==> src/rtl/pipe_ctrl_pkg.sv <==
`default_nettype none
// ============================================================================
// Module      : pipe_ctrl_pkg
// Description : Shared types and constants for the pipeline hazard controller:
//               FSM state encoding, operand forward-select codes and the
//               register-address width.
// Revision    : 1.0 - initial release
// ============================================================================
package pipe_ctrl_pkg;

  localparam int REG_AW = 4;

  typedef enum logic [0:0] {
    RUN      = 1'b0,
    MEM_WAIT = 1'b1
  } state_t;

  localparam logic [1:0] FWD_RF = 2'b00;
  localparam logic [1:0] FWD_W  = 2'b01;
  localparam logic [1:0] FWD_M  = 2'b10;

endpackage
`default_nettype wire

==> src/rtl/pipe_ctrl_reg_match.sv <==
`default_nettype none
// ============================================================================
// Module      : reg_match
// Description : Register-number equality gated by a valid bit. Every
//               source/destination comparison in pipe_ctrl goes through this.
// Revision    : 1.0 - initial release
// ============================================================================
module reg_match
  import pipe_ctrl_pkg::*;
(
  input  logic              valid,
  input  logic [REG_AW-1:0] a,
  input  logic [REG_AW-1:0] b,
  output logic              match
);

  // Register 0 is an ordinary register, so no special-casing of address zero.
  assign match = valid & (a == b);

endmodule
`default_nettype wire

==> src/rtl/pipe_ctrl.sv <==
`default_nettype none
// ============================================================================
// Module      : pipe_ctrl
// Description : Five-stage pipeline hazard controller. Freezes the pipe while
//               a data-memory access is pending (with timeout and sticky
//               error), stalls on load-use, flushes on taken branch, selects
//               operand forwarding and counts decode-stall cycles.
//               Optional feature macro: PIPE_CTRL_FWD_EN (operand forwarding;
//               when undefined, any in-flight producer in E/M stalls decode).
// Revision    : 1.0 - initial release
// ============================================================================
module pipe_ctrl
  import pipe_ctrl_pkg::*;
#(
  parameter int MEM_TIMEOUT = 64,
  parameter int CNT_W       = 16
) (
  input  logic              clk,
  input  logic              reset,
  input  logic [REG_AW-1:0] RA1D,
  input  logic [REG_AW-1:0] RA2D,
  input  logic              UseRA1D,
  input  logic              UseRA2D,
  input  logic [REG_AW-1:0] RA1E,
  input  logic [REG_AW-1:0] RA2E,
  input  logic [REG_AW-1:0] WA3E,
  input  logic              RegWriteE,
  input  logic              MemtoRegE,
  input  logic [REG_AW-1:0] WA3M,
  input  logic              RegWriteM,
  input  logic [REG_AW-1:0] WA3W,
  input  logic              RegWriteW,
  input  logic              MemReqM,
  input  logic              MemAck,
  input  logic              BranchTakenE,
  output logic              writeF,
  output logic              writeD,
  output logic              writeE,
  output logic              writeM,
  output logic              writeW,
  output logic              flushD,
  output logic              flushE,
  output logic [1:0]        ForwardAE,
  output logic [1:0]        ForwardBE,
  output logic              MemErr,
  output logic [CNT_W-1:0]  StallCount
);

  localparam int                WC_W    = (MEM_TIMEOUT > 1) ? $clog2(MEM_TIMEOUT) : 1;
  localparam logic [WC_W-1:0]   WC_LAST = WC_W'(MEM_TIMEOUT - 1);

  state_t             state_q, state_d;
  logic [WC_W-1:0]    wait_cnt_q, wait_cnt_d;
  logic               mem_err_q, mem_err_d;
  logic [CNT_W-1:0]   stall_cnt_q, stall_cnt_d;

  logic               freeze;
  logic               timeout;
  logic               stall;
  logic [1:0]         fwd_a;
  logic [1:0]         fwd_b;

  // Decode sources against the execute-stage destination (shared by both builds).
  logic d1_e, d2_e;
  reg_match u_d1_e (.valid(UseRA1D & RegWriteE), .a(RA1D), .b(WA3E), .match(d1_e));
  reg_match u_d2_e (.valid(UseRA2D & RegWriteE), .a(RA2D), .b(WA3E), .match(d2_e));

`ifdef PIPE_CTRL_FWD_EN
  logic a_m, a_w, b_m, b_w;
  reg_match u_a_m (.valid(RegWriteM), .a(RA1E), .b(WA3M), .match(a_m));
  reg_match u_a_w (.valid(RegWriteW), .a(RA1E), .b(WA3W), .match(a_w));
  reg_match u_b_m (.valid(RegWriteM), .a(RA2E), .b(WA3M), .match(b_m));
  reg_match u_b_w (.valid(RegWriteW), .a(RA2E), .b(WA3W), .match(b_w));

  // Only a load result cannot be forwarded in time; the M stage wins over W.
  always_comb begin
    stall = MemtoRegE & (d1_e | d2_e);
    fwd_a = a_m ? FWD_M : (a_w ? FWD_W : FWD_RF);
    fwd_b = b_m ? FWD_M : (b_w ? FWD_W : FWD_RF);
  end
`else
  logic d1_m, d2_m;
  logic unused_fwd;
  reg_match u_d1_m (.valid(UseRA1D & RegWriteM), .a(RA1D), .b(WA3M), .match(d1_m));
  reg_match u_d2_m (.valid(UseRA2D & RegWriteM), .a(RA2D), .b(WA3M), .match(d2_m));
  assign unused_fwd = ^{RA1E, RA2E, WA3W, RegWriteW};

  // Without forwarding, any producer still in E or M must retire before decode reads.
  always_comb begin
    stall = (MemtoRegE & (d1_e | d2_e)) | d1_e | d2_e | d1_m | d2_m;
    fwd_a = FWD_RF;
    fwd_b = FWD_RF;
  end
`endif

  // Memory-wait FSM: next state, wait counter, freeze and timeout detection.
  always_comb begin
    state_d    = state_q;
    wait_cnt_d = wait_cnt_q;
    freeze     = 1'b0;
    timeout    = 1'b0;
    case (state_q)
      RUN: begin
        if (MemReqM && !MemAck) begin
          freeze     = 1'b1;
          state_d    = MEM_WAIT;
          wait_cnt_d = '0;
        end
      end
      MEM_WAIT: begin
        wait_cnt_d = wait_cnt_q + WC_W'(1);
        if (MemAck) begin
          state_d = RUN;
        end else if (wait_cnt_q == WC_LAST) begin
          timeout = 1'b1;
          state_d = RUN;
        end else begin
          freeze = 1'b1;
        end
      end
      default: state_d = RUN;
    endcase
  end

  // Pipe-register enables, flushes and forward selects by priority; reset forces all low.
  always_comb begin
    writeF    = 1'b1;
    writeD    = 1'b1;
    writeE    = 1'b1;
    writeM    = 1'b1;
    writeW    = 1'b1;
    flushD    = 1'b0;
    flushE    = 1'b0;
    ForwardAE = fwd_a;
    ForwardBE = fwd_b;
    if (!reset || freeze) begin
      writeF = 1'b0;
      writeD = 1'b0;
      writeE = 1'b0;
      writeM = 1'b0;
      writeW = 1'b0;
    end else if (BranchTakenE) begin
      flushD = 1'b1;
      flushE = 1'b1;
    end else if (stall) begin
      writeF = 1'b0;
      writeD = 1'b0;
      flushE = 1'b1;
    end
    if (!reset) begin
      ForwardAE = FWD_RF;
      ForwardBE = FWD_RF;
    end
  end

  // Sticky error and saturating decode-stall counter.
  always_comb begin
    mem_err_d   = mem_err_q | timeout;
    stall_cnt_d = stall_cnt_q;
    if (!writeD && (stall_cnt_q != {CNT_W{1'b1}})) begin
      stall_cnt_d = stall_cnt_q + CNT_W'(1);
    end
  end

  // State registers with synchronous active-low reset.
  always_ff @(posedge clk) begin
    if (!reset) begin
      state_q     <= RUN;
      wait_cnt_q  <= '0;
      mem_err_q   <= 1'b0;
      stall_cnt_q <= '0;
    end else begin
      state_q     <= state_d;
      wait_cnt_q  <= wait_cnt_d;
      mem_err_q   <= mem_err_d;
      stall_cnt_q <= stall_cnt_d;
    end
  end

  assign MemErr     = mem_err_q;
  assign StallCount = stall_cnt_q;

endmodule
`default_nettype wire

==> config.mk <==
export PLATFORM = sky130hd
export DESIGN_NAME = pipe_ctrl
export DESIGN_NICKNAME = d
export VERILOG_FILES = /design/src/rtl/pipe_ctrl_pkg.sv /design/src/rtl/pipe_ctrl_reg_match.sv /design/src/rtl/pipe_ctrl.sv
export SDC_FILE = /design/constraint.sdc
export NUM_CORES = 1
export LEC_CHECK = 0
export BUFFER_PORTS_ARGS = -buffer_cell sky130_fd_sc_hd__buf_2
export CAP_MARGIN = 20
export CORE_MARGIN = 5
export CORE_UTILIZATION = 49
export CTS_CLUSTER_SIZE = 40
export DETAILED_ROUTE_END_ITERATION = 10
export PLACE_DENSITY = 0.83
export SETUP_SLACK_MARGIN = 0.05
export SLEW_MARGIN = 20
export SYNTH_ARGS = -nofsm -noshare
export SYNTH_HDL_FRONTEND = slang
export SYNTH_SLANG_ARGS = --single-unit
==> constraint.sdc <==
create_clock -name clk -period 2.41 [get_ports clk]
set_input_delay 0.3615 -clock clk [delete_from_list [all_inputs] [get_ports clk]]
set_output_delay 0.3615 -clock clk [all_outputs]
set_load 0.02 [all_outputs]
# --- Word level (Yosys, flattened, before mapping) ---
# Index checks and enable logic that the tools add are counted.
totals:
  output_inout_bits: 28
  ff_bits: 24
  elab_cells: 53
  in_bits: 39
op_classes:
  bitwise: 16
  addsub: 2
  muxes: 18
  n_reduce_logical: 6
  eq_ne: 7
op_table:
  columns: ["cell", "count"]
  rows:
  - ["16-bit by 1-bit adder with 16-bit output, second input constant", 1]
  - ["4-bit == test", 4]
  - ["16-bit != test, second input constant", 1]
  - ["1-bit two-way mux", 15]
  - ["6-bit one-hot mux with 2 select lines", 1]
  - ["1-bit bitwise AND", 9]
  - ["6-bit by 1-bit adder with 6-bit output, second input constant", 1]
  - ["6-bit == test, second input constant", 1]
  - ["6-bit two-way mux", 1]
  - ["1-bit OR", 6]
  - ["1-bit zero test", 3]
  - ["1-bit logical AND", 2]
  - ["2-bit != test, second input constant", 1]
  - ["1-bit one-hot mux with 2 select lines", 1]
  - ["1-bit logical OR", 1]
  - ["1-bit inverter", 1]

# --- Longest topological paths before layout ---
logic_depth:
  ltp_word: 13
  ltp_mapped: 8
  mapped_depth_nobuf: 8

# --- Hierarchy ---
# Synthesis repeated with hierarchy kept, for this count alone.
unflattened:
  cells_unflattened: 199
  area_unflattened_um2: 1586.5
by_module_without_submodules:
  columns: ["module", "area_each_um2", "instances", "seq_area_each_um2", "cells_per_inst"]
  rows:
  - ["pipe_ctrl", 1326.3, 1, 480.5, 163]
  - ["reg_match", 65.1, 4, 0.0, 9]

# --- Worst setup path before layout ---
# OpenSTA, ideal clock, no wires.
synth_timing:
  kind: "reg-to-output"
  from: "reg wait_cnt_q[0]"
  to: "out flushE"
  stages_incl_launch_ff: 7
  slack_ns: 0.208
  arrival_ns: 1.841
  path_buffers: 1
  required_ns: 2.049
  cell_sequence: "dfxtp_1 -> ha_1 -> and3_1 -> a221oi_4 -> nor2_2 -> buf_4 -> a21boi_0"
synth_via:
  elab_chain_cells: 6
synth_rtl:
  columns: ["item", "line_no", "text"]
  rows:
  - ["start: declaration", "pipe_ctrl.sv:53", "logic [WC_W-1:0] wait_cnt_q, wait_cnt_d;"]
  - ["start signal: assignment", "pipe_ctrl.sv:174", "wait_cnt_q <= wait_cnt_d;"]
  - ["6-bit == test", "pipe_ctrl.sv:114", "end else if (wait_cnt_q == WC_LAST) begin"]
  - ["1-bit two-way mux", "pipe_ctrl.sv:114", null]
  - ["1-bit two-way mux", "pipe_ctrl.sv:112", "if (MemAck) begin"]
  - ["1-bit one-hot mux with 2 select lines", "pipe_ctrl.sv:102", "case (state_q)"]
  - ["1-bit logical OR", "pipe_ctrl.sv:136", "if (!reset || freeze) begin"]
  - ["1-bit two-way mux", "pipe_ctrl.sv:136", null]
  - ["end: declaration", "pipe_ctrl.sv:42", "output logic flushE,"]
# Every way passes these cells.

# --- Final worst setup path ---
# Ends and elaborated chain as after synthesis.

==> flow_summary.ini <==
[status]
outcome = finished, final reports clean

[global_routing]
grt_pass1_wl_mm = 6.77
grt-ovfl-total = 0
antenna_found_initial = 0
gr-usage-all-layers_pct = 16.3
grt_start_max_net_pins = 32
first_global_vias = 1533

[synthesis]
avgSynthCellArea_um2 = 8.39
ys_async_sr_fraction_pct = 0
synth_top_area_cell = dfxtp_1
synth_area_leaders = dfxtp_1, mux2i_1, a2111oi_2
synth_cell_type_count = 48
synth_edf_count = 0
ys_dominant_reg_cell = dfxtp_1
syn-cell-area_um2 = 1760
syn_inst = 210
post-synth-top-area-fraction_pct = 27.3
synth_warnings = 0
yosysSeqAreaShare_pct = 27.3
ys_ff_latch = 24

[route]
drt_first_pass_iters = 4
wire_per_inst_um = 13.4
vias = 1637
finalWirelength_mm = 4.06
drt-vias-per-instance = 5.38
drt-met1-wl_mm = 1.82
drt_iter0_drc = 98
wl_met3_um = 202
highest_layer = met4
met2_length_mm = 1.97
ant_nets = 0
drcViolationCount = 0

[sta]
skew_ns = 0.00404
max_freq_mhz = 444
setup_ws_ns = 0.156
slew_violations = 0
setup_viol = 0
hold_viol_final = 0
timing.final.crit_share_pct = 93.5
period_needed_ns = 2.25
rsz0062_at_grt = no
holdWs_ns = 0.373
finalSetupTns_ns = 0

[pwr]
powerDensity_nw_per_um2 = 420
irDropWorstVdd_v = 0.000226
p_leak_uw = 0.000876

[clocking]
clk_latency_ns = 0.33
cts_sinks = 24
hold_buffers = 0
cts_tree = yes
cts-root-buf = clkbuf_4
cts_buffer_depth = 2
cts_buffers = 3
path_clk_slew_ns = 0.13
htree_levels = 1

[die]
die_h_um = 70.0
core_region_area_um2 = 3420
rows = 21
num_io_pins = 67
die_w_um = 70.0
floorplan.initialDensity_pct = 51.6
dieArea_um2 = 4900

[cells_and_area]
mostFrequentLayoutCell = buf_2
drive_gt1_share_pct = 32.2
final_cell_mix = buf_2, nand2_1, dfxtp_1
syn2layout_area_growth_pct = 19.4
antenna_cells = 0
fill_cells = 325
nets = 300

[worst_hold_path]
holdPathStages = 3
hold_class = primary input to flip-flop

[worst_setup_path]
end_kind = primary output
max_stage_delay_ns = 0.36
crit_fanout = 4
cp_top_family = compound AO/OA/AOI/OAI gates
cp.depth = 7
crit_slowest_cell = dfxtp_2
crit_type = flip-flop to primary output
crit_required_ns = 2.05
cp-start-kind = flip-flop
critical_path_buf_inv_count = 2
path_cells = ha_2 > and3_4 > a221oi_4 > nor2_4 > buf_4 > a21boi_0 > buf_2
rr_worst_depth = 9
worstPathArrival_ns = 1.89

[placement]
place_congestion = 0.842
port_buffers = 48
place_ws_ns = 0.270
hpwl_mm = 3.06

[job]
max_cap_violations = 0
[final cells by class]
type | instances | area [um^2] | share of cell area [%]
multi-input combinational | 163 | 1170 | 55.5
sequential | 24 | 483 | 22.9
timing repair buffer | 55 | 298 | 14.1
tap | 46 | 57.6 | 2.73
inverter | 12 | 45.0 | 2.14
clock inverter | 1 | 30.0 | 1.43
clock buffer | 3 | 22.5 | 1.07
[power breakdown]
| part | internal [uW] | switching [uW] | leakage [uW] |
|---|---|---|---|
| clock | 168 | 128 | 0.0000279 |
| sequential | 404 | 8.87 | 0.000195 |
| combinational | 67.6 | 106 | 0.000653 |
[through the flow]
stage | utilization (%) | cells | total power [uW] | instance area [um^2]
2_1_floorplan | - | 213 | 538 | 1770
5_1_grt | 61.6 | 304 | 925 | 2100
3_5_place_dp | 59.2 | 299 | 589 | 2020
6_report | 61.6 | 304 | 884 | 2100
3_3_place_gp | 59.2 | 299 | 586 | 2020
4_1_cts | 61.3 | 304 | 892 | 2090
[logic make-up after synthesis]
| logic type | after synthesis | share of synthesized area, % |
|---|---|---|
| and+or+nand+nor | 90 | 27.1 |
| AOI/OAI and AO/OA | 41 | 22.0 |
| buffers and inverters | 26 | 7.95 |
| DFF | 24 | 27.3 |
| muxes | 16 | 9.08 |
| xor gates and xnor gates | 10 | 4.97 |
| adders and majority gates | 2 | 1.42 |
| other | 1 | 0.213 |
[timing repair]
item / 4_1_cts / 5_1_grt
buffers inserted: 1 / 0
endpoints found under the setup margin: 4 / 4
pin swaps: 2 / 2
gates resized for setup: 4 / 6
[state kept, by name, summed over array words and instances, names as in the netlist]
signal and count:
MemErr 1, StallCount 16, state_q 1, wait_cnt_q 6
[cells in the mapped netlist, types with 2 or more instances]
cell type / instances
xor2_1: 8
a31oi_1: 2
nand3_1: 8
a211oi_1: 3
o211ai_1: 2
and2_1: 2
buf_4: 9
clkbuf_1: 3
a22oi_1: 2
nand4_1: 3
and3_1: 5
o41ai_1: 2
o22ai_1: 2
nor4_2: 2
nor2_1: 10
nor3_1: 7
inv_1: 11
a222oi_1: 2
nand2_1: 27
a21oi_1: 7
xnor2_1: 2
nor2_2: 2
ha_1: 2
o21ai_0: 4
a2111oi_2: 7
nand2b_1: 14
nand3b_1: 3
dfxtp_1: 24
mux2i_1: 16
[per-layer routing]
metal  up-vias  global-route usage [%]
li1        841                       -
met1       751                    20.2
met2        40                    28.6
met3         5                    2.44
met4         0                    5.74
met5         -                       0
[path summary, 6_finish.rpt]
check / start / endpoint / slack, ns
hold reg to reg: StallCount[7] / StallCount[7] / 0.50
hold / removal: MemAck / state_q / 0.37
setup / recovery: wait_cnt_q[0] / flushE / 0.16
setup reg to reg: wait_cnt_q[0] / StallCount[13] / 0.33
[worst min-delay path, cell delays in order]
cell      delay (ns)
buf_2           0.12
a221oi_4        0.05
and2_1          0.15
(Power assumes the default switching activity.)
